===== src/rtl/mem_rr_arbiter.sv =====
// mem_rr_arbiter: round-robin arbiter sharing one single-port memory between NUM_REQ requesters,
// one transaction in flight, registered outputs, ready timeout abort.
module mem_rr_arbiter #(
   parameter int NUM_REQ    = 2,
   parameter int DEPTH      = 64,
   parameter int ADDR_WIDTH = $clog2(DEPTH),
   parameter int WIDTH      = 16,
   parameter int TIMEOUT    = 32
) (
   input  logic                          clk,
   input  logic                          rst,
   input  logic [NUM_REQ-1:0]            req_valid,
   input  logic [NUM_REQ-1:0]            req_wr_rd,
   input  logic [NUM_REQ*ADDR_WIDTH-1:0] req_addr,
   input  logic [NUM_REQ*WIDTH-1:0]      req_wdata,
   output logic [NUM_REQ-1:0]            req_done,
   output logic                          req_err,
   output logic [WIDTH-1:0]              resp_rdata,
   output logic [ADDR_WIDTH-1:0]         mem_addr,
   output logic                          mem_wr_rd,
   output logic [WIDTH-1:0]              mem_wdata,
   output logic                          mem_valid,
   input  logic                          mem_ready,
   input  logic [WIDTH-1:0]              mem_rdata
);
   localparam int GW = $clog2(NUM_REQ);
   localparam int CW = $clog2(TIMEOUT);
   typedef enum logic [1:0] {IDLE, ISSUE, RESP} state_t;
   state_t                r_state, w_next;
   logic [GW-1:0]         r_ptr, r_grant, w_grant, w_idx;
   logic [CW-1:0]         r_cnt;
   logic                  w_any, w_timeout, w_end;
   logic [ADDR_WIDTH-1:0] w_addr_d;
   logic [WIDTH-1:0]      w_wdata_d, w_rdata_d;
   logic                  w_wr_rd_d, w_valid_d, w_err_d;
   logic [NUM_REQ-1:0]    w_done_d;
   // Descending scan so the requester closest to r_ptr is the last, winning, assignment
   always_comb begin
      w_grant = r_ptr;
      w_idx   = r_ptr;
      w_any   = 1'b0;
      for (int k = NUM_REQ - 1; k >= 0; k--) begin
         w_idx = GW'((int'(r_ptr) + k) % NUM_REQ);
         if (req_valid[w_idx]) begin
            w_grant = w_idx;
            w_any   = 1'b1;
         end
      end
   end
   assign w_timeout = (r_cnt == CW'(TIMEOUT - 1)) && !mem_ready;
   assign w_end     = mem_ready || w_timeout;
   always_comb begin
      w_next = (r_state == IDLE)  ? (w_any ? ISSUE : IDLE) :
               (r_state == ISSUE) ? (w_end ? RESP : ISSUE) : IDLE;
   end
   always_comb begin
      w_addr_d  = mem_addr;
      w_wr_rd_d = mem_wr_rd;
      w_wdata_d = mem_wdata;
      w_rdata_d = resp_rdata;
      w_valid_d = 1'b0;
      w_done_d  = '0;
      w_err_d   = 1'b0;
      if (r_state == IDLE && w_any) begin
         w_addr_d  = req_addr[w_grant*ADDR_WIDTH +: ADDR_WIDTH];
         w_wr_rd_d = req_wr_rd[w_grant];
         w_wdata_d = req_wdata[w_grant*WIDTH +: WIDTH];
         w_valid_d = 1'b1;
      end else if (r_state == ISSUE) begin
         w_valid_d          = !w_end;
         w_done_d[r_grant]  = w_end;
         w_err_d            = w_timeout;
         w_rdata_d          = (mem_ready && !mem_wr_rd) ? mem_rdata : resp_rdata;
      end
   end
   always_ff @(posedge clk) begin
      if (rst) begin
         r_state    <= IDLE;
         r_ptr      <= '0;
         r_grant    <= '0;
         r_cnt      <= '0;
         mem_valid  <= 1'b0;
         mem_addr   <= '0;
         mem_wr_rd  <= 1'b0;
         mem_wdata  <= '0;
         req_done   <= '0;
         req_err    <= 1'b0;
         resp_rdata <= '0;
      end else begin
         r_state    <= w_next;
         mem_valid  <= w_valid_d;
         mem_addr   <= w_addr_d;
         mem_wr_rd  <= w_wr_rd_d;
         mem_wdata  <= w_wdata_d;
         req_done   <= w_done_d;
         req_err    <= w_err_d;
         resp_rdata <= w_rdata_d;
         if (r_state == IDLE) begin
            r_grant <= w_grant;
            r_cnt   <= '0;
         end else if (r_state == ISSUE) begin
            r_cnt <= r_cnt + 1'b1;
         end
         if (r_state == RESP)
            r_ptr <= (r_grant == GW'(NUM_REQ - 1)) ? '0 : r_grant + 1'b1;
      end
   end
endmodule


===== config.mk =====
export PLATFORM = sky130hd
export DESIGN_NAME = mem_rr_arbiter
export DESIGN_NICKNAME = d
export VERILOG_FILES = /design/src/rtl/mem_rr_arbiter.sv
export SDC_FILE = /design/constraint.sdc
export NUM_CORES = 1
export LEC_CHECK = 0
export CORE_ASPECT_RATIO = 0.5
export CORE_MARGIN = 2
export CORE_UTILIZATION = 30
export DETAILED_ROUTE_END_ITERATION = 10
export HOLD_SLACK_MARGIN = 0.03
export PLACE_DENSITY = 0.69
export SYNTH_ARGS = -nofsm -noshare
export SYNTH_HDL_FRONTEND = slang
export SYNTH_SLANG_ARGS = --single-unit
export TNS_END_PERCENT = 50

===== constraint.sdc =====
create_clock -name clk -period 2 [get_ports clk]
set_input_delay 0.4 -clock clk [delete_from_list [all_inputs] [get_ports clk]]
set_output_delay 0.4 -clock clk [all_outputs]
set_load 0.01 [all_outputs]

== Word level (Yosys, flattened, before mapping) ==
Index checks and enable logic that the tools add are counted.

* Flip-flop bits (word level): 52
* Bits in latches: 0
* Bits in writable memories: 0
* Bits in read-only memories: 0
* Output and inout bits: 43
* Logic and storage cells: 59
* Memories: 0

* Add/subtract/negate cells: 3
* $mul: 1
* Div/mod/pow operators: 0
* Magnitude comparators: 5
* Equal/unequal tests: 3
* Shifts and indexed selects: 2
* Mux-type cells: 19
* Bitwise logic cells: 3
* Reduce and logical (&&, ||, !) cells: 12

{| class="wikitable"
|+ Operator list
! cell !! number
|-
| indexed part select 32 x 6 -> 16 bit || 1
|-
| 2-to-1 mux 1 bit || 15
|-
| indexed part select 12 x 5 -> 6 bit || 1
|-
| < comparator 1 x 2 -> 1 bit (second input constant) || 4
|-
| 2-to-1 mux 2 bit || 3
|-
| adder 5 x 1 -> 5 bit (second input constant) || 1
|-
| equality test 5 bit (second input constant) || 1
|-
| logical AND 1 bit || 4
|-
| zero test 1 bit || 3
|-
| multiplier 1 x 2 -> 3 bit (second input constant) || 1
|-
| AND reduction 3 bit || 1
|-
| OR reduction 3 bit || 1
|-
| adder 1 bit (second input constant) || 2
|-
| bitwise AND 2 bit || 1
|-
| equality test 2 x 1 -> 1 bit (second input constant) || 1
|-
| equality test 2 bit (second input constant) || 1
|-
| zero test 2 bit || 1
|-
| inverter 1 bit || 2
|-
| OR reduction 2 bit || 1
|-
| demux 1 bit (select 1 bit) || 1
|-
| greater-or-equal comparator 1 bit (second input constant) || 1
|-
| logical OR 1 bit || 1
|}

== Depth between registers and ports, before layout ==
Gate-level depths: netlist of run 1.

* Word-level depth: 8
* Gate-level depth with buffers: 6

== Worst setup path after synthesis of run 1 ==
Ideal clock, no wire load.

* Path kind: register to register
* Start point: register r_cnt[0]
* End point: register req_done[1]
* Data arrival time: 1.237 ns
* Slack: 0.648 ns
* Stages on the path, launching flop included: 7
* Clock period less this slack: 1.352 ns
* Path through: dfxtp_1 > ha_1 > and3_1 > ha_1 > nor2_1 > nor3_1 > and2_1

* Cells in the longest elaborated chain, start to end: 4

{| class="wikitable"
|+ Ends and longest elaborated chain
! item !! line !! source
|-
| start, declared || 31 || <nowiki>logic [CW-1:0] r_cnt;</nowiki>
|-
| start signal, assigned || 102 || <nowiki>r_cnt <= r_cnt + 1'b1;</nowiki>
|-
| equality test 5 bit || 50 || <nowiki>assign w_timeout = (r_cnt == CW'(TIMEOUT - 1)) && !mem_ready;</nowiki>
|-
| logical AND 1 bit || 50 ||
|-
| logical OR 1 bit || 51 || <nowiki>assign w_end = mem_ready || w_timeout;</nowiki>
|-
| bitwise AND 2 bit (no line) || n/a ||
|-
| end signal, assigned || 95 || <nowiki>req_done <= w_done_d;</nowiki>
|-
| end, declared || 16 || <nowiki>output logic [NUM_REQ-1:0] req_done,</nowiki>
|}

Every way passes these cells.
A chain may end at the register's enable or synchronous reset.

== Worst setup path after layout of run 1 ==
* Start point: register mem_wr_rd
* End point: output mem_wr_rd

{| class="wikitable"
|+ RTL lines
! item !! line !! source
|-
| start, declared || 20 || <nowiki>output logic mem_wr_rd,</nowiki>
|-
| start signal, assigned || 93 || <nowiki>mem_wr_rd <= w_wr_rd_d;</nowiki>
|}

No word-level cell between the ends.

==> results of run 1 <==
==> synthesized netlist by cell type <==
cell type / instances
sky130_fd_sc_hd__a311oi_2: 11
sky130_fd_sc_hd__or3_1: 2
sky130_fd_sc_hd__buf_6: 6
sky130_fd_sc_hd__nand3_1: 1
sky130_fd_sc_hd__dfxtp_1: 52
sky130_fd_sc_hd__nor4_1: 1
sky130_fd_sc_hd__a21oi_4: 1
sky130_fd_sc_hd__nand2b_1: 1
sky130_fd_sc_hd__nor2b_1: 1
sky130_fd_sc_hd__a31oi_1: 1
sky130_fd_sc_hd__nand3b_2: 1
sky130_fd_sc_hd__nand3b_1: 1
sky130_fd_sc_hd__a21oi_1: 24
sky130_fd_sc_hd__nor3b_2: 1
sky130_fd_sc_hd__a21o_2: 1
sky130_fd_sc_hd__clkbuf_1: 6
sky130_fd_sc_hd__nor4b_1: 1
sky130_fd_sc_hd__and2_1: 1
sky130_fd_sc_hd__nor2b_2: 1
sky130_fd_sc_hd__inv_1: 1
sky130_fd_sc_hd__buf_2: 2
sky130_fd_sc_hd__and3_1: 3
sky130_fd_sc_hd__nor2_1: 31
sky130_fd_sc_hd__buf_4: 5
sky130_fd_sc_hd__nor3_1: 2
sky130_fd_sc_hd__o21ai_0: 3
sky130_fd_sc_hd__and2b_1: 1
sky130_fd_sc_hd__nor3_4: 1
sky130_fd_sc_hd__a311oi_1: 12
sky130_fd_sc_hd__ha_1: 2
sky130_fd_sc_hd__nand2b_4: 1
sky130_fd_sc_hd__nand2_1: 79
==> layout make-up <==
cell class | instances | area (um^2)
clock buffer | 8 | 146.4
fill | 664 | 3695
inverter | 1 | 3.754
multi-input combinational | 185 | 1032
sequential | 52 | 1041
tap | 96 | 120.1
timing repair buffer | 116 | 1201
==> power by group through the flow <==
stage / logic (mW) / registers, mW / clock network, mW
global placement: 0.614 / 1.18 / 0
floorplan: 0.265 / 1.21 / 0
finish: 0.629 / 1.16 / 0.855
CTS: 0.634 / 1.16 / 0.877
detailed placement: 0.632 / 1.19 / 0
global route: 0.676 / 1.17 / 0.925
==> metrics by stage <==
step           power (mW)  cells  worst slack, ns  area, um^2
2_1_floorplan       1.478    257           0.6479        2215
3_3_place_gp        1.799    450           0.2085        3398
3_5_place_dp        1.818    450           0.1392        3398
4_1_cts             2.676    458           0.2841        3545
5_1_grt             2.773    458           0.2740        3545
6_report            2.646    458           0.3168        3545
==> logic make-up (layout without fill, tap and decap cells) <==
family                     Yosys count  count (layout)  synth area share, %
DFF                                 52              52                47.01
AOI/OAI and AO/OA                   53              53                19.72
adders and majority gates            2               2                1.130
and+or+nand+nor                    130             130                25.76
buffers and inverters               20             125                6.384
==> sequential cells by signal (all words and copies together), names as in the netlist, 2 cells and up <==
register,count
r_cnt,5
mem_addr,6
r_state,2
mem_wdata,16
req_done,2
resp_rdata,16
==> worst paths after layout <==
path	end	cells past startpoint
min reg2reg	resp_rdata[13]	2
min	resp_rdata[13]	2
max	mem_wr_rd	1
max reg2reg	req_done[1]	6
==> layer usage <==
metal | part of all wire [%] | track usage (%) | wire length [um]
met3 | 7.1 | 4.294 | 435
met5 | 0 | 0 | 0
met4 | 1.2 | 4.028 | 75
met2 | 48 | 26.89 | 2968
met1 | 44 | 17.27 | 2681
==> parameters.txt, run 1 <==
Parameter                              Value

Timing
  Number of max-slew violations in the final report    0
  Max transition margin    71.33%
  Final Hold Fails    0
  Transition time at the pin with the least slew margin    roughly 0.43 ns
  RSZ-0062 raised after global routing    no
  Worst hold slack    between 0.4 and 0.5 ns
  Final setup violation count    0
  Highest clock frequency the design can meet    slightly below 600 MHz
  Worst clock skew    0.003001 ns
  Portion of the clock cycle consumed by the worst path in the final layout    84.16%
  Setup tns final    0 ns
  Final critical-path required period    1.683 ns

Setup path
  Data required time at the worst endpoint    1.60 ns
  Startpoint of the worst setup timing path    mem_wr_rd
  Critical-path maximum fanout    4
  Critical path's largest stage delay    between 0.5 and 0.6 ns
  CP max-delay cell    sky130_fd_sc_hd__clkdlybuf4s50_1
  Cell type group with the largest total delay on the critical path    buffers and inverters
  Crit end category    output port
  Critical path buffer and inverter count    1
  Nature of the critical path startpoint    flop
  Worst Setup Path Type    flop to output port
  Reg-to-Reg Start    r_cnt[0]
  Cells along the critical path    clkdlybuf4s50_1
  Internal reg-to-reg setup slack    between 0.5 and 0.6 ns
  Worst path arrival time    1.28 ns

Finish
  Most common library cell in the layout ignoring fill and taps    sky130_fd_sc_hd__clkdlybuf4s50_1
  Fraction of layout instances using a drive strength above 1    between 8 and 9%
  Util after Layout    48.96%
  Final nets    430
  Commonest cells after routing, fill and taps aside    sky130_fd_sc_hd__clkdlybuf4s50_1, sky130_fd_sc_hd__nand2_1, sky130_fd_sc_hd__dfxtp_1
  Area growth from synthesis to layout    60.06%
  Antenna Diode Count    0

Global route
  First-pass GRT wire length    9860 um
  Number of antenna violations at the first check in global routing    0
  Final global-route overflow total    0
  Vias in the first global route    between 2000 and 2500
  Maximum number of pins on one net before global-route repair    35
  All-Layer GR Usage    14.81%

Route
  DRC Markers    0
  DR WL/cell    approximately 13 um
  Number of vias per cell after detailed routing    approximately 4.7
  Total wire length after detailed routing    around 6200 um
  Initial DRC Count    84
  Antenna violation net count after detailed routing    0
  Number of iterations in the first detailed-routing pass    4
  DR vias    between 2000 and 2500

Clocking
  Clock latency on the worst-skew pair    0.28 ns
  Quantity of hold-fixing buffers added after cts    0
  Clk sink count    52
  CTS tree    done
  Post-CTS Setup Inserts    0
  Number of resized instances in the post-cts repair step    0
  Clock transition at path regs    0.06 ns
  CTS root buf    sky130_fd_sc_hd__clkbuf_16
  Clock tree buffer depth    2
  H-tree Lvls    2
  CTS Buf Count    5

Power and ir drop
  Pleak    about 1.3 nW
  Internal power    between 1.5 and 2 mW
  Power per Cell Area    around 750 nW/um^2
  Total net switching power    between 0.6 and 0.7 mW
  Worst-case vdd ir drop    between 0.3 and 0.4 mV
  Combinational group share of total power    23.8%
  Sequential share of power    between 40% and 50%
  Clock Power Share    about a third
  Switch share    ~26%

Die
  Die height    approximately 65 um
  Width of the die    about 130 um
  Core outline area    approximately 7200 um^2
  Std-Cell Rows    22
  IO Count    110
  Die Area    8127 um^2
  Effective utilization at floorplan    a little under a third

Run status
  Status    finished, final reports clean

Job
  Number of max-cap violations    0

Min path
  Hold_sp    resp_rdata[13]
  Class of the tightest hold or removal check    flop to flop

Synth
  Library cell with the largest summed area after synthesis    sky130_fd_sc_hd__dfxtp_1
  Number of library cell types mapped by synthesis    32
  Post-Synthesis Cells    around 260
  Flip-flop and latch count after synthesis    52
  Post-synthesis average cell area    about 8.6 um^2
  Post-synthesis cell area    ~2200 um^2
  Portion of the post-synthesis area used by sequential elements    between 40% and 50%
  Synth warn    0
  Synth top area cells    sky130_fd_sc_hd__dfxtp_1, sky130_fd_sc_hd__nand2_1, sky130_fd_sc_hd__a311oi_2
  Post-Syn Nets    between 300 and 400
  Area share of the largest cell type after synthesis    around 47%

Placed design
  Number of buffers added on ports    109
  Final weighted congestion of routability-driven global placement    roughly 0.76
  Hpwl dp    between 4000 and 5000 um
Power figures use the tool's default switching activity.
==> run 2: changes to the inputs <==
Clock period 2 ns to 1.65 ns, I/O delays scaled along.
==> run 2 against run 1 <==
Combinational power rose by 24%. Clock power is 22% higher. Register-to-register slack got worse by 0.39 ns. Clock skew is 0.0018 ns higher. Count of clock-buffer cells in the layout fell by 2. Largest power group unchanged. Die area is the same. Non-clock buffer count up 8. Largest cell class unchanged. First-iteration DRC count down 1.2%. Cell area increased by 1.6%. Critical endpoint is now req_done[1].
==> parameters.txt, run 2 (synthesized netlist as in run 1, its figures left out) <==
Parameter                              Value

Clocking
  H-tree Lvls    2
  Number of resized instances in the post-cts repair step    0
  Clk sink count    52
  Clock tree buffer depth    2
  Clock latency on the worst-skew pair    ~0.28 ns
  Quantity of hold-fixing buffers added after cts    0
  Clock transition at path regs    approximately 0.07 ns
  CTS tree    done
  CTS root buf    sky130_fd_sc_hd__clkbuf_16
  CTS Buf Count    5
  Post-CTS Setup Inserts    0

Route
  DR vias    between 2000 and 2500
  Total wire length after detailed routing    approximately 6100 um
  Met2 wirelength from detailed routing    3139 um
  Post-Route M1 WL    between 2000 and 3000 um
  Top routing layer used    met4
  Met3 WL    327 um
  Antenna violation net count after detailed routing    0
  Number of vias per cell after detailed routing    4.659
  DRC Markers    0
  Initial DRC Count    between 80 and 90
  Number of iterations in the first detailed-routing pass    4
  DR WL/cell    approximately 13 um

Finish
  Most common library cell in the layout ignoring fill and taps    sky130_fd_sc_hd__clkdlybuf4s50_1
  Area growth from synthesis to layout    62.60%
  Final nets    approximately 440
  Largest registers    mem_wdata: 16 flops, resp_rdata: 16 flops, mem_addr: 6 flops
  Fraction of layout instances using a drive strength above 1    a little under an eighth
  Antenna Diode Count    0
  Commonest cells after routing, fill and taps aside    sky130_fd_sc_hd__clkdlybuf4s50_1, sky130_fd_sc_hd__nand2_1, sky130_fd_sc_hd__dfxtp_1
  Fill cells    approximately 670

Die
  Effective utilization at floorplan    30.59%
  Core outline area    7239 um^2
  IO Count    between 100 and 150
  Die height    between 60 and 70 um
  Die Area    between 8000 and 9000 um^2
  Std-Cell Rows    22
  Width of the die    between 100 and 150 um

Min path
  Class of the tightest hold or removal check    primary input to flop
  Endpoint with the worst hold slack    r_cnt[1]
  Hold_sp    rst
  Depth of the worst hold-timing path    2

Timing
  Max transition margin    74.66%
  Worst Slack Setup Final    ~0.12 ns
  Final setup violation count    0
  Number of max-slew violations in the final report    0
  Final Hold Fails    0
  RSZ-0062 raised after global routing    no
  Worst clock skew    between 0.004 and 0.005 ns
  Final critical-path required period    between 1.5 and 2 ns
  Portion of the clock cycle consumed by the worst path in the final layout    ~93%
  Transition time at the pin with the least slew margin    between 0.3 and 0.4 ns
  Highest clock frequency the design can meet    between 600 and 700 MHz
  Worst hold slack    roughly 0.42 ns
  Setup tns final    0 ns

Placed design
  Worst slack at placement    -0.1694 ns
  Hpwl dp    4480 um
  Number of buffers added on ports    109
  Final weighted congestion of routability-driven global placement    between 0.7 and 0.8

Global route
  Final global-route overflow total    0
  Vias in the first global route    2169
  All-Layer GR Usage    14.94%
  Maximum number of pins on one net before global-route repair    48
  First-pass GRT wire length    approximately 9900 um
  Number of antenna violations at the first check in global routing    0

Power and ir drop
  Pleak    1.351 nW
  Worst-case vdd ir drop    0.5479 mV
  Power per Cell Area    895.9 nW/um^2

Setup path
  Worst path arrival time    between 1.5 and 2 ns
  Worst Setup Path Type    flop to flop
  Crit end category    flop
  Depth of the worst register-to-register path    6
  Cells along the critical path    ha_1 -> and3_1 -> ha_1 -> nor2_1 -> nor3_1 -> and2_1
  Data required time at the worst endpoint    between 1.5 and 2 ns
  Critical-path maximum fanout    4
  Nature of the critical path startpoint    flop
  Worst path most repeated cell    sky130_fd_sc_hd__ha_1
  Reg-to-Reg Start    r_cnt[0]
  Critical path's largest stage delay    0.34 ns
  Internal reg-to-reg setup slack    0.12 ns
  CP max-delay cell    sky130_fd_sc_hd__dfxtp_1
  Capture instance of the worst register-to-register path    req_done[1]

Job
  Number of max-cap violations    0

Run status
  Status    finished, final reports clean
-- run 2: cell count changes in the layout (fill, tap and decap cells not counted), sizes merged --
cell | previous run | this run
clkbuf | 8 | 6
buf | 8 | 16
clkinv | 0 | 2
-- run 2: critical path: cells and delay by family (launching register included) --
kind | cells | cell delay [ns]
and+or+nand+nor | 4 | 0.66
DFF | 1 | 0.34
adders and majority gates | 2 | 0.44
-- run 2: per-stage QoR --
step	power (mW)	area [um^2]	instances	util, %
floorplan	1.792	2215	257	-
global placement	2.201	3446	458	47.60
detailed placement	2.220	3446	458	47.60
CTS	3.266	3595	466	49.65
global route	3.390	3601	466	49.74
finish	3.226	3601	466	49.74
-- run 2: where the power goes --
group          total (mW)  internal, mW  switching [mW]
registers            1.41          1.35          0.0603
logic               0.779         0.448           0.331
clock network        1.04         0.598           0.437
total                3.23          2.40           0.828
-- run 2: worst max-delay path by stage --
stage / from / endpoint / slack, ns / depth (start not counted)
after global placement: req_valid[0] / mem_wr_rd / -0.07 / 6
after global routing: r_cnt[0] / req_done[1] / 0.009 / 6
after CTS: mem_wr_rd / mem_wr_rd / 0.10 / 1
after detailed placement: req_valid[1] / mem_addr[4] / -0.17 / 6
final: r_cnt[0] / req_done[1] / 0.12 / 6
after floorplan: r_cnt[0] / req_done[1] / 0.30 / 6
-- run 2: final cells by class --
type                    count  area, um^2  share of cell area (%)
clock inverters             2       10.01                  0.2780
repair buffers            124        1249                   34.68
inverters                   1       3.754                  0.1042
flip-flops and latches     52        1041                   28.91
multi-input cells         185        1039                   28.84
clock buffers               6       138.9                   3.857
well taps                  96       120.1                   3.336
-- run 2: layer usage --
layer  vias up  track usage, %
met4         0           3.472
met1      1010           16.73
met3         4           4.046
met2        59           28.58
met5         -               0
li1       1098               -
==> run 3: changes to the inputs <==
Settings changed: CORE_MARGIN 2 to not set.
==> run 3 against run 2 <==
Register-to-register slack gained 0.04 ns. Sequential power is essentially flat. Non-clock buffer count shrank 4. Setup slack lost 0.014 ns. Worst hold slack lost 0.031 ns. Critical path type is now flop to output port. Critical endpoint is now mem_wr_rd. Largest cell class unchanged.
==> parameters.txt, run 3 (synthesized netlist as in run 1, its figures left out) <==
Parameter                              Value

Die
  Effective utilization at floorplan    about 32%
  Width of the die    approximately 120 um
  Die height    ~63 um
  Core outline area    approximately 6900 um^2
  IO Count    110
  Std-Cell Rows    21
  Die Area    7751 um^2

Global route
  Number of antenna violations at the first check in global routing    0
  First-pass GRT wire length    between 9000 and 10000 um
  All-Layer GR Usage    ~16%
  Maximum number of pins on one net before global-route repair    47
  Final global-route overflow total    0
  Vias in the first global route    roughly 2200

Setup path
  Reg-to-Reg Start    r_state[1]
  Nature of the critical path startpoint    flop
  Critical-path maximum fanout    4
  CP max-delay cell    sky130_fd_sc_hd__clkdlybuf4s50_1
  Worst Setup Path Type    flop to output port
  Cell type group with the largest total delay on the critical path    buffers and inverters
  Cells along the critical path    clkdlybuf4s50_1
  Critical path buffer and inverter count    1
  Capture instance of the worst register-to-register path    resp_rdata[11]
  Data required time at the worst endpoint    around 1.3 ns
  Critical path's largest stage delay    0.56 ns
  Depth of the worst register-to-register path    4
  Internal reg-to-reg setup slack    about 0.16 ns
  Worst path arrival time    1.22 ns
  Crit end category    output port

Timing
  Number of max-slew violations in the final report    0
  Final Hold Fails    0
  Transition time at the pin with the least slew margin    ~0.43 ns
  Portion of the clock cycle consumed by the worst path in the final layout    93.86%
  Max transition margin    between 70% and 80%
  Worst clock skew    just over 0.005 ns
  Final setup violation count    0
  Final critical-path required period    approximately 1.5 ns
  Highest clock frequency the design can meet    around 650 MHz
  RSZ-0062 raised after global routing    no

Route
  Antenna violation net count after detailed routing    0
  Number of iterations in the first detailed-routing pass    4
  DR WL/cell    approximately 13 um
  DRC Markers    0
  DR vias    around 2200
  Total wire length after detailed routing    5979 um
  Initial DRC Count    ~120
  Number of vias per cell after detailed routing    between 4 and 5

Finish
  Largest registers    mem_wdata: 16 flops, resp_rdata: 16 flops, mem_addr: 6 flops
  Fill cells    around 640
  Antenna Diode Count    0
  Area of the multi-input gates    approximately 1000 um^2
  Area growth from synthesis to layout    60.56%
  Most common library cell in the layout ignoring fill and taps    sky130_fd_sc_hd__clkdlybuf4s50_1
  Layout Cells excl Fill    458
  Fraction of layout instances using a drive strength above 1    10.66%
  Commonest cells after routing, fill and taps aside    sky130_fd_sc_hd__clkdlybuf4s50_1, sky130_fd_sc_hd__nand2_1, sky130_fd_sc_hd__dfxtp_1
  Final nets    roughly 430
  Area used by sequential logic in the layout    about 1000 um^2

Power and ir drop
  Worst-case vdd ir drop    between 0.4 and 0.5 mV
  Overall power after layout    about 3.2 mW
  Power per Cell Area    893.0 nW/um^2
  Pleak    ~1.3 nW

Clocking
  Clock latency on the worst-skew pair    0.28 ns
  Clock tree buffer depth    2
  CTS Buf Count    5
  CTS root buf    sky130_fd_sc_hd__clkbuf_16
  Number of resized instances in the post-cts repair step    0
  Clock transition at path regs    0.07 ns
  Clk sink count    52
  H-tree Lvls    2
  Post-CTS Setup Inserts    0
  Quantity of hold-fixing buffers added after cts    0
  CTS tree    done

Min path
  Hold_sp    rst
  Depth of the worst hold-timing path    2
  Endpoint with the worst hold slack    r_cnt[1]
  Class of the tightest hold or removal check    primary input to flop

Placed design
  Placed Instances    450
  Number of buffers added on ports    about 110
  Final weighted congestion of routability-driven global placement    between 0.7 and 0.8
  Hpwl dp    approximately 4500 um

Job
  Number of max-cap violations    0

Run status
  Status    finished, final reports clean
-- run 3: where the power goes --
group / total [mW] / internal (mW) / leakage (nW) / switching [mW]
combinational: 0.756 / 0.436 / 0.827 / 0.319
sequential: 1.42 / 1.35 / 0.427 / 0.0644
clock: 1.00 / 0.559 / 0.0736 / 0.443
-- run 3: layer usage --
layer / up-vias / track usage (%) / share of wire, %
li1: 1095 / - / -
met1: 1009 / 18.55 / 44
met2: 74 / 27.86 / 48
met3: 15 / 3.467 / 5.4
met4: 0 / 6.627 / 2.2
met5: - / 0 / 0
-- run 3: per-stage QoR --
| step | hold slack [ns] | util, % | setup WS, ns | TNS (ns) | instance area, um^2 |
|---|---|---|---|---|---|
| after floorplan | 0.4067 | - | 0.2979 | 0 | 2215 |
| after global placement | 0.4441 | 49.36 | -0.07592 | -1.511 | 3411 |
| after detailed placement | 0.4485 | 49.36 | -0.1842 | -3.412 | 3411 |
| after CTS | 0.3816 | 51.44 | 0.02942 | 0 | 3555 |
| after global routing | 0.4021 | 51.46 | 0.01160 | 0 | 3556 |
| final | 0.3873 | 51.46 | 0.1014 | 0 | 3556 |
-- run 3: worst register-to-register path, cell delays in order (launching register included) --
cell	delay, ns
sky130_fd_sc_hd__dfxtp_1	0.58
sky130_fd_sc_hd__and2b_1	0.27
sky130_fd_sc_hd__nand3b_2	0.29
sky130_fd_sc_hd__nand2_1	0.11
sky130_fd_sc_hd__a21oi_1	0.16
-- run 3: worst max path at each step --
stage | start | endpoint | depth (start not counted)
2_1_floorplan | r_cnt[0] | req_done[1] | 6
3_3_place_gp | req_valid[1] | mem_wdata[6] | 6
3_5_place_dp | req_valid[0] | mem_addr[3] | 6
4_1_cts | mem_wr_rd | mem_wr_rd | 1
5_1_grt | req_valid[0] | mem_wdata[10] | 6
6_report | mem_wr_rd | mem_wr_rd | 1
-- run 3: area by class of cell --
cell class | instances | area share (%)
Inverter | 1 | 0.1056
Clock inverter | 3 | 0.5278
Clock buffer | 5 | 3.519
Tap cell | 92 | 3.237
Timing Repair Buffer | 120 | 34.27
Multi-Input combinational cell | 185 | 29.03
Sequential cell | 52 | 29.31
==> patch 1, RTL diff (config.mk and constraints of run 1) <==
Set the parameter `DEPTH` to 256 (it was 64).
--- a/src/rtl/mem_rr_arbiter.sv
+++ b/src/rtl/mem_rr_arbiter.sv
@@ -2,7 +2,7 @@
 // one transaction in flight, registered outputs, ready timeout abort.
 module mem_rr_arbiter #(
    parameter int NUM_REQ    = 2,
-   parameter int DEPTH      = 64,
+   parameter int DEPTH      = 256,
    parameter int ADDR_WIDTH = $clog2(DEPTH),
    parameter int WIDTH      = 16,
    parameter int TIMEOUT    = 32
Ports: changed (resized mem_addr and req_addr); port bits go from 110 to 116. No check against the original RTL was run, so the function may have changed too.
==> patch 1 against run 1 <==
Global-route usage up 0.62 points; power grew 9.4%; routed wire length increased by 5.4%; sequential cell count rose by 2; critical endpoint unchanged; highest routed layer unchanged; largest power group unchanged; area after synthesis is 4.3% higher; count of clock-buffer cells in the layout decreased by 3; largest cell class unchanged; setup slack improved by 0.017 ns; die area grew 4.1%; final area rose by 6.3%.
==> patch 1: results (changes against run 1) <==
antenna violations before repair=0 (unchanged); final HPWL from detailed placement=4900 um (+11%); Net Count, Synth=340 (+4.3%); Post-CTS Setup Bufs=0 (unchanged); Max IR drop VDD=0.000422 V (+13%); Top Family by Delay on Critical Path=buffers and inverters; first-pass GRT wire length=10,400 um (+5.1%); status=finished, final reports clean; sequential area share after synthesis=46.8% (-0.20 points); NumNets Final=452 (+5.1%); CP Max Fanout=4 (unchanged); Worst Hold Class=in -> reg; Largest regs=mem_wdata x16, resp_rdata x16, mem_addr x8; Synth Area in Compound Gates=22.1% (+2.4 points); Antenna Cells=0 (unchanged); CTS resizes=0 (unchanged); Post-DP Area=3600 um^2 (+5.8%); dominant cells by area after synthesis=dfxtp_1 (47%), nand2_1 (13%), a311oi_2 (13%); largest net degree at the start of global routing=27 (-23%); Max-slew headroom=71.1% (-0.28 points); Leakage=0.00140 uW (+6.5%); Crit-path slowest cell=clkdlybuf4s50_1; layout cells sized above 1=11.6% (+2.7 points); Synth Area in Adders=1.08% (-0.047 points); vias in the first global route=2,281 (+5.7%); port bufs=115 (+5.5%); CP peak stage delay=0.58 ns; synth warn=0 (unchanged); mux contribution to synthesized area=0% (unchanged); unique cell type count in the Yosys netlist=30 (-6.3%); Iter 0 DRT Violations=90 (+7.1%); post-DR wirelength/cell=13.6 um (+1.4%); Async SR Flop Fraction=0% (unchanged); Setup Skew=0.00596 ns (+0.00296 ns); synth cell count leaders=nand2_1 (83), dfxtp_1 (54), nor2_1 (33); TritonRoute pass-1 iters=4 (unchanged); vias per cell=4.78 (+0.73%); Total GRT Usage=15.4% (+0.62 points); gp weighted congestion=0.704 (-7.6%); H-tree Lvls=2 (unchanged); xor and xnor area share after synthesis=0% (unchanged)
-- patch 1: cell count changes after synthesis, sizes merged --
cell	delta
nand2	+4
a311oi	+2
dfxtp	+2
nor2	+2
and2b	+1
nor2b	-1
-- patch 1: report_power, final --
group          internal [uW]  switching [uW]  total, uW
combinational            384             293        676
clock                    600             405       1010
sequential              1160            55.6       1210
total                   2140             753       2900
-- patch 1: per-layer routing --
layer	vias to the layer above	GRT usage (%)	part of all wire (%)
met3	4	3.88	4.6
met2	61	29.8	52
met4	0	3.85	0.75
li1	1138	-	-
met5	-	0	0
met1	1072	17.2	43
-- patch 1: path summary, 6_finish.rpt --
kind                            depth (start not counted)             end           start  slack [ns]
worst max-delay path                                    1       mem_wr_rd       mem_wr_rd        0.33
worst min-delay path                                    2        r_cnt[2]             rst        0.39
worst max register to register                          4   resp_rdata[3]      r_state[1]        0.46
worst min register to register                          2  resp_rdata[15]  resp_rdata[15]        0.46
-- patch 1: final cells by class --
class	count	area, um^2
clock buffer	5	125
sequential	54	1080
timing repair buffer	124	1260
clock inverter	3	47.5
tap	96	120
inverter	1	3.75
fill	682	3640
multi-input combinational	193	1130
-- patch 1: through the flow --
stage | cells | worst slack (ns) | hold slack [ns]
global placement | 468 | 0.179 | 0.443
detailed placement | 468 | 0.0743 | 0.448
global route | 476 | 0.262 | 0.393
floorplan | 267 | 0.643 | 0.422
finish | 476 | 0.334 | 0.394
CTS | 476 | 0.310 | 0.381
-- patch 1: logic make-up after synthesis --
group / after synthesis
and+or+nand+nor: 136
AOI/OAI and AO/OA: 55
DFF: 54
adders and majority gates: 2
buffers and inverters: 20
==> patch 2, RTL diff (flow settings as in run 1) <==
Without the edit above. `mem_wdata` no longer has a reset.
--- a/src/rtl/mem_rr_arbiter.sv
+++ b/src/rtl/mem_rr_arbiter.sv
@@ -82,7 +82,6 @@
          mem_valid  <= 1'b0;
          mem_addr   <= '0;
          mem_wr_rd  <= 1'b0;
-         mem_wdata  <= '0;
          req_done   <= '0;
          req_err    <= 1'b0;
          resp_rdata <= '0;
@@ -91,7 +90,6 @@
          mem_valid  <= w_valid_d;
          mem_addr   <= w_addr_d;
          mem_wr_rd  <= w_wr_rd_d;
-         mem_wdata  <= w_wdata_d;
          req_done   <= w_done_d;
          req_err    <= w_err_d;
          resp_rdata <= w_rdata_d;
@@ -105,5 +103,9 @@
             r_ptr <= (r_grant == GW'(NUM_REQ - 1)) ? '0 : r_grant + 1'b1;
       end
    end
+
+   always_ff @(posedge clk) begin
+      mem_wdata <= w_wdata_d;
+   end
 endmodule
 
Behaviour: not the same (Yosys sat finds a counterexample within 4 cycles, from zero or initial values and one cycle with rst high).
==> patch 2 against run 1 <==
Global-route usage decreased by 1.3 points; final area decreased by 2.7%; setup slack got worse by 0.030 ns; sequential cell count unchanged; sequential share of layout area increased by 5.5 points; power decreased by 1.7%; area after synthesis decreased by 5.6%; routed wire length decreased by 14%; largest cell class is now flip-flops and latches; largest power group unchanged.
==> patch 2: results (changes against run 1) <==
status=finished, final reports clean; Net Count, Synth=261 (-20%); Iter 0 DRT Violations=68 (-19%); Setup Skew=0.00254 ns (-0.000460 ns); Post-DP Area=3290 um^2 (-3.2%); Total GRT Usage=13.6% (-1.3 points); largest net degree at the start of global routing=32 (-8.6%); NumNets Final=371 (-14%); unique cell type count in the Yosys netlist=31 (-3.1%); synth cell count leaders=dfxtp_1 (36), nand2_1 (34), a21oi_1 (24); vias per cell=4.53 (-4.6%); sequential area share after synthesis=57.5% (+10 points); hold slack=0.454 ns (-0.00125 ns); layout cells sized above 1=5.94% (-2.9 points); final HPWL from detailed placement=4150 um (-5.7%); Leakage=0.00125 uW (-4.6%); CP Max Fanout=24 (+20); # fillers=607 (-8.6%); vias in the first global route=1,729 (-20%); post-DR wirelength/cell=13.4 um (about the same); hold_sp=resp_rdata[8]; dominant cells by area after synthesis=dfxtp_1 (34%), edfxtp_1 (23%), mux2_1 (8.6%); Max-slew headroom=64.5% (-6.8 points); WHS Endpoint=resp_rdata[8]; Max IR drop VDD=0.000414 V (+11%); first-pass GRT wire length=8220 um (-17%)
-- patch 2: how the worst max path moves through the flow --
stage	start	end	slack [ns]	cells after the start
final	req_valid[0]	mem_wdata[3]	0.29	5
after CTS	mem_wr_rd	mem_wr_rd	0.28	1
after global routing	mem_wr_rd	mem_wr_rd	0.24	1
after floorplan	req_valid[0]	mem_wdata[0]	0.49	4
after detailed placement	req_valid[0]	mem_wdata[3]	-0.02	5
after global placement	req_valid[0]	mem_wdata[12]	0.02	5
-- patch 2: final cells by class --
type,instances,area (um^2),share of cell area [%]
Clock buffer,7,154,4.46
Clock inverter,1,5.00,0.145
Inverter,2,7.51,0.218
Multi-Input combinational cell,127,801,23.2
Sequential cell,52,1200,34.8
Tap cell,92,115,3.34
Timing Repair Buffer,114,1170,33.8
-- patch 2: power by group --
| group | switching [uW] | internal [uW] |
|---|---|---|
| combinational | 193 | 309 |
| clock | 346 | 538 |
| sequential | 39.7 | 1180 |
-- patch 2: kinds of logic after synthesis --
group | synth area share [%]
AND/OR/NAND/NOR | 14.9
flip-flops | 57.5
AO/OA/AOI/OAI | 9.70
multiplexers | 12.0
buffers and inverters | 4.19
adder cells (fa/ha/maj) | 1.74
-- patch 2: worst max-delay path, stage by stage --
cell             delay (ns)
clkdlybuf4s50_1        0.48
inv_1                  0.05
maj3_2                 0.31
buf_12                 0.18
mux2_1                 0.32
-- patch 2: metal layers --
layer,part of all wire [%],track usage (%)
met5,0,0
met4,0.51,3.02
met3,5.2,3.38
met2,54,25.9
met1,40,15.1
-- patch 2: per-stage QoR --
step	setup slack, ns	cells
after floorplan	0.488	192
after detailed placement	-0.0188	387
after global placement	0.0212	387
final	0.287	395
after global routing	0.238	395
after CTS	0.283	395
